**config.mk**
```make
export PLATFORM = sky130hd
export DESIGN_NAME = min_max_seq
export DESIGN_NICKNAME = d
export VERILOG_FILES = /design/src/rtl/min_max_seq.sv
export SDC_FILE = /design/constraint.sdc
export NUM_CORES = 1
export LEC_CHECK = 0
export ABC_AREA = 1
export CAP_MARGIN = 5
export CORE_UTILIZATION = 55
export DETAILED_ROUTE_END_ITERATION = 6
export HOLD_SLACK_MARGIN = 0.15
export PLACE_DENSITY = 0.77
export SYNTH_ARGS = -nofsm -noshare
export SYNTH_HDL_FRONTEND = slang
export SYNTH_SLANG_ARGS = --single-unit
```
**constraint.sdc**
```tcl
create_clock -name clk_i -period 2.8 [get_ports clk_i]
set_clock_uncertainty 0.05 [all_clocks]
set_input_delay 0.56 -clock clk_i [delete_from_list [all_inputs] [get_ports clk_i]]
set_output_delay 0.56 -clock clk_i [all_outputs]
set_load 0.02 [all_outputs]
```
**src/rtl/min_max_seq.sv**
```systemverilog
// min_max_seq: registered LED bar-graph driver with range/bar/peak modes,
// an internal blink divider and a peak-hold timer.
module min_max_seq #(
  parameter int VALSIZE     = 4,
  parameter int BLINK_DIV   = 25000000,
  parameter int HOLD_CYCLES = 50000000
) (
  input  logic                    clk_i,
  input  logic                    rst_i,
  input  logic [2:0]              com_i,
  input  logic [VALSIZE-1:0]      min_i,
  input  logic [VALSIZE-1:0]      max_i,
  input  logic [VALSIZE-1:0]      val_i,
  input  logic                    val_valid_i,
  input  logic                    peak_clr_i,
  output logic [2**VALSIZE-1:0]   leds_o,
  output logic                    blink_o
);

  localparam int NLED = 2**VALSIZE;
  localparam int BW   = $clog2(BLINK_DIV + 1);
  localparam int HW   = $clog2(HOLD_CYCLES + 1);

  localparam logic [BW-1:0] BLINK_LAST = BW'(BLINK_DIV - 1);
  localparam logic [HW-1:0] HOLD_INIT  = HW'(HOLD_CYCLES);
  localparam logic [HW-1:0] HOLD_ONE   = HW'(1);

  logic [VALSIZE-1:0] val_q, val_d;
  logic [VALSIZE-1:0] peak_q, peak_d;
  logic [HW-1:0]      hold_cnt_q, hold_cnt_d;
  logic [BW-1:0]      blink_cnt_q, blink_cnt_d;
  logic               blink_q, blink_d;
  logic [NLED-1:0]    leds_q, leds_d;

  // Widened copies so LED index compares never wrap at 2**VALSIZE-1
  logic [VALSIZE:0] v_x, mn_x, mx_x, pk_x;
  logic             in_range;

  assign v_x      = {1'b0, val_q};
  assign mn_x     = {1'b0, min_i};
  assign mx_x     = {1'b0, max_i};
  assign pk_x     = {1'b0, peak_q};
  assign in_range = (min_i <= val_q) && (val_q <= max_i);

  // Value register: load on strobe, otherwise hold
  always_comb begin
    val_d = val_q;
    if (val_valid_i) val_d = val_i;
  end

  // Blink divider: count 0..BLINK_DIV-1, toggle phase on wrap
  always_comb begin
    blink_cnt_d = blink_cnt_q + BW'(1);
    blink_d     = blink_q;
    if (blink_cnt_q == BLINK_LAST) begin
      blink_cnt_d = '0;
      blink_d     = ~blink_q;
    end
  end

  // Peak/hold: clear beats capture; an expiring hold falls back to the current value
  always_comb begin
    peak_d     = peak_q;
    hold_cnt_d = hold_cnt_q;
    if (peak_clr_i) begin
      peak_d     = '0;
      hold_cnt_d = '0;
    end else if (val_valid_i && (val_i >= peak_q)) begin
      peak_d     = val_i;
      hold_cnt_d = HOLD_INIT;
    end else if (hold_cnt_q > HOLD_ONE) begin
      hold_cnt_d = hold_cnt_q - HOLD_ONE;
    end else if (hold_cnt_q == HOLD_ONE) begin
      hold_cnt_d = '0;
      peak_d     = val_q;
    end
  end

  // LED pattern from live mode/bounds and the current registers
  always_comb begin
    logic [VALSIZE:0] idx;
    leds_d = '0;
    idx    = '0;
    for (int k = 0; k < NLED; k++) begin
      idx = k[VALSIZE:0];
      case (com_i)
        3'b000: if (in_range)
                  leds_d[k] = ((idx >= mn_x) && (idx <= v_x)) ||
                              ((idx > v_x) && (idx <= mx_x) && blink_q);
        3'b001: leds_d[k] = (idx <= v_x);
        3'b011: leds_d[k] = 1'b1;
        3'b100: leds_d[k] = (idx <= v_x) || (idx == pk_x);
        default: leds_d[k] = 1'b0;
      endcase
    end
  end

  // State registers with synchronous reset
  always_ff @(posedge clk_i) begin
    if (rst_i) begin
      val_q       <= '0;
      peak_q      <= '0;
      hold_cnt_q  <= '0;
      blink_cnt_q <= '0;
      blink_q     <= 1'b0;
      leds_q      <= '0;
    end else begin
      val_q       <= val_d;
      peak_q      <= peak_d;
      hold_cnt_q  <= hold_cnt_d;
      blink_cnt_q <= blink_cnt_d;
      blink_q     <= blink_d;
      leds_q      <= leds_d;
    end
  end

  assign leds_o  = leds_q;
  assign blink_o = blink_q;

endmodule

```
==> out/metrics.cfg <==
[route]
vias=5212
wl_per_cell_um=14.7
post-route-drc-count=2
drtPass1Iterations=7
via_per_inst=5.75
ant_nets=0
routed_wl_mm=13.3
drt_iter0_drc=404

[power]
p_leak_nw=2.35
ir_drop_uv=409
switchingPower_w=0.00112
seqPwrFrac=0.384
combinationalPowerShare=0.312
pwr_density_cell_nw_per_um2=565
power_w=0.00316
power_frac_clock=0.304
intPower_w=0.00204
swShare=0.354

[placed_design]
gp_congestion=0.979
dpl_cell_area_um2=5360
dp.cells=892
hpwl_mm=10.3
port_buffers=35
preCtsSetupSlack_ns=0.231

[floorplan]
dieHeight_um=96.4
dieWidth_um=96.4
dieArea_um2=9290
placementRows=34
start_util=0.564
ios=36
core_area_um2=8680

[clock_network]
cts.path.max_buffers=2
postCtsSetupBuffers=0
htreeDepth=3
clk_pin_slew_ns=0.08
root_buffer=clkbuf_8
hold_buffers=0
cts_resized=0
cts.sinks=76
numCtsBuffers=9
cts_tree=yes
clock_latency_ns=0.35

[worst_setup_path]
critPathRequiredTime_ns=2.97
rr_endpoint=leds_o[0]
slowest_delay_ns=0.54
critPathCapture=leds_o[4]
crit_start=min_i[2]
arrival_ns=2.41
cp_common_cell=nand2_1
critical_path.max_fanout=13
worstReg2RegStart=val_q[1]
reg2reg_depth=9
crit_slowest_cell=clkdlybuf4s50_1
rrSetupSlack_ns=0.58
path_cells=clkdlybuf4s50_1, ha_1, nand2_1, o21ai_0, nand2_1, nand2_1, inv_1, nand2_1, a21oi_1
cp-start-kind=input port
worst-setup-path-type=in -> reg
worstSetupEndpointType=flop

[flow_run]
drv_cap=0

[sta]
maxSlewHeadroom=0.669
rsz0062_at_grt=no
setup_violations=0
fin_tns_setup_ns=0
finalCritPeriodShare=0.802
drv_slew=0
layout_setup_ws_ns=0.556
period_needed_ns=2.24
max_freq_mhz=446
final-hold-violation-count=0
worstMarginPinSlew_ns=0.496

[logic_synthesis]
synth_edf_count=0
synth_seq_cells=76
avgSynthCellArea_um2=6.49
ys_types=39
async_reset_ff_frac=0
synth_warnings=0
syn-cell-area_um2=4900
syn_inst=755
ys.flop_type=dfxtp_1
syn_nets=789
seq_area_frac_synth=0.311

[min_path]
hp-class=reg -> reg

[grt]
antenna_found_initial=0
grt_max_degree=26
gr-usage-all-layers=0.298
overflow=0
grt_pass1_vias=4662
grt_pass1_wl_mm=21.4

[finish]
finalNonFillerCells=907
area_delta_synth_final_pct=14.0
fin_nets=829
num_antenna_cells=0
fin_area_um2=5590
drive_gt1_frac=0.0814

[status]
status=finished, violations left
violations=DRC

-- cell usage in the layout, fill, tap and decap left out, types with 2 or more instances in the layout --
| master | count |
|---|---|
| inv_2 | 4 |
| a21oi_1 | 74 |
| nand2_1 | 167 |
| bufinv_16 | 2 |
| nand3_1 | 62 |
| nor2_4 | 5 |
| nand4_1 | 32 |
| nand2_2 | 7 |
| buf_4 | 9 |
| nand3b_1 | 3 |
| a211oi_1 | 2 |
| a31oi_1 | 3 |
| nor2_2 | 9 |
| clkdlybuf4s50_1 | 35 |
| o21ai_0 | 35 |
| clkbuf_8 | 11 |
| dfxtp_1 | 76 |
| ha_1 | 15 |
| xnor2_1 | 8 |
| nor3_2 | 2 |
| a21o_1 | 3 |
| nand3_2 | 5 |
| nand2_4 | 2 |
| or2_2 | 4 |
| xor2_1 | 10 |
| inv_1 | 86 |
| o21ai_1 | 2 |
| nor3_4 | 2 |
| nor3b_1 | 2 |
| o21a_1 | 3 |
| nor3_1 | 21 |
| nor2_1 | 88 |
| or2_0 | 2 |
-- metal layers --
metal  vias up  part of all wire  global-route usage
met5         -                 0                   0
met4         0             0.014               0.100
met3        17             0.096              0.0563
met2       236              0.45               0.469
met1      2386              0.44               0.408
li1       2573                 -                   -
-- cells in the mapped netlist (all sizes together) (2+ instances only) --
master | count | area [um^2]
nand3b | 3 | 22.5
o21a | 3 | 22.5
a211oi | 2 | 15.0
a31oi | 3 | 18.8
ha | 15 | 188
or2 | 6 | 37.5
nand2 | 176 | 693
nor3 | 25 | 158
buf | 11 | 73.8
clkbuf | 4 | 16.3
nor2 | 102 | 443
o21ai | 37 | 185
a21o | 3 | 22.5
dfxtp | 76 | 1520
xnor2 | 8 | 70.1
nand3 | 67 | 360
inv | 90 | 338
nand4 | 32 | 200
a21oi | 75 | 379
nor3b | 2 | 15.0
xor2 | 10 | 87.6
-- flip-flops by register name, summed over array words and instances (netlist names) --
register     flops
hold_cnt_q      26
blink_cnt_q     25
leds_o          16
peak_q           4
val_q            4
blink_o          1
-- through the flow --
step,hold slack (ns),utilization
floorplan,0.386,-
detailed placement,0.424,0.618
finish,0.432,0.644
global placement,0.398,0.618
global route,0.447,0.644
CTS,0.435,0.644
-- power by group through the flow --
stage / clock network, W / logic (W) / registers, W
after global placement: 0 / 0.000948 / 0.00124
after floorplan: 0 / 0.000737 / 0.00123
after detailed placement: 0 / 0.000971 / 0.00124
after CTS: 0.000969 / 0.000976 / 0.00121
after global routing: 0.00102 / 0.00111 / 0.00122
final: 0.000960 / 0.000984 / 0.00121
-- worst min path at each step --
stage	start	endpoint	slack, ns	cells after the start
6_report	blink_cnt_q[23]	blink_cnt_q[23]	0.43	2
4_1_cts	blink_cnt_q[9]	blink_cnt_q[9]	0.44	2
3_5_place_dp	blink_cnt_q[24]	blink_cnt_q[24]	0.42	2
5_1_grt	blink_cnt_q[24]	blink_cnt_q[24]	0.45	2
3_3_place_gp	blink_cnt_q[24]	blink_cnt_q[24]	0.40	2
2_1_floorplan	blink_cnt_q[24]	blink_cnt_q[24]	0.39	2
-- kinds of logic (layout without fill, tap and decap cells) --
group                      count (synthesis)  after routing  synth area share
and+or+nand+nor                          414            414             0.395
AOI/OAI and AO/OA                        126            126             0.136
buffers and inverters                    106            150            0.0881
DFF                                       76             76             0.311
xor gates and xnor gates                  18             18            0.0322
adders and majority gates                 15             15            0.0383
-- layout make-up --
cell class / count / area, um^2
clock inverter: 4 / 72.6
timing repair buffer: 44 / 418
inverter: 91 / 342
multi-input combinational: 573 / 2950
clock buffer: 11 / 151
fill: 845 / 3090
sequential: 76 / 1520
tap: 108 / 135
-- worst max-delay path: cells and delay by family --
family / cells / cell delay [ns]
AO/OA/AOI/OAI: 2 / 0.22
adder cells (fa/ha/maj): 1 / 0.36
buffers and inverters: 2 / 0.61
AND/OR/NAND/NOR: 4 / 0.64
No activity file was read; power rests on OpenSTA's default activity.
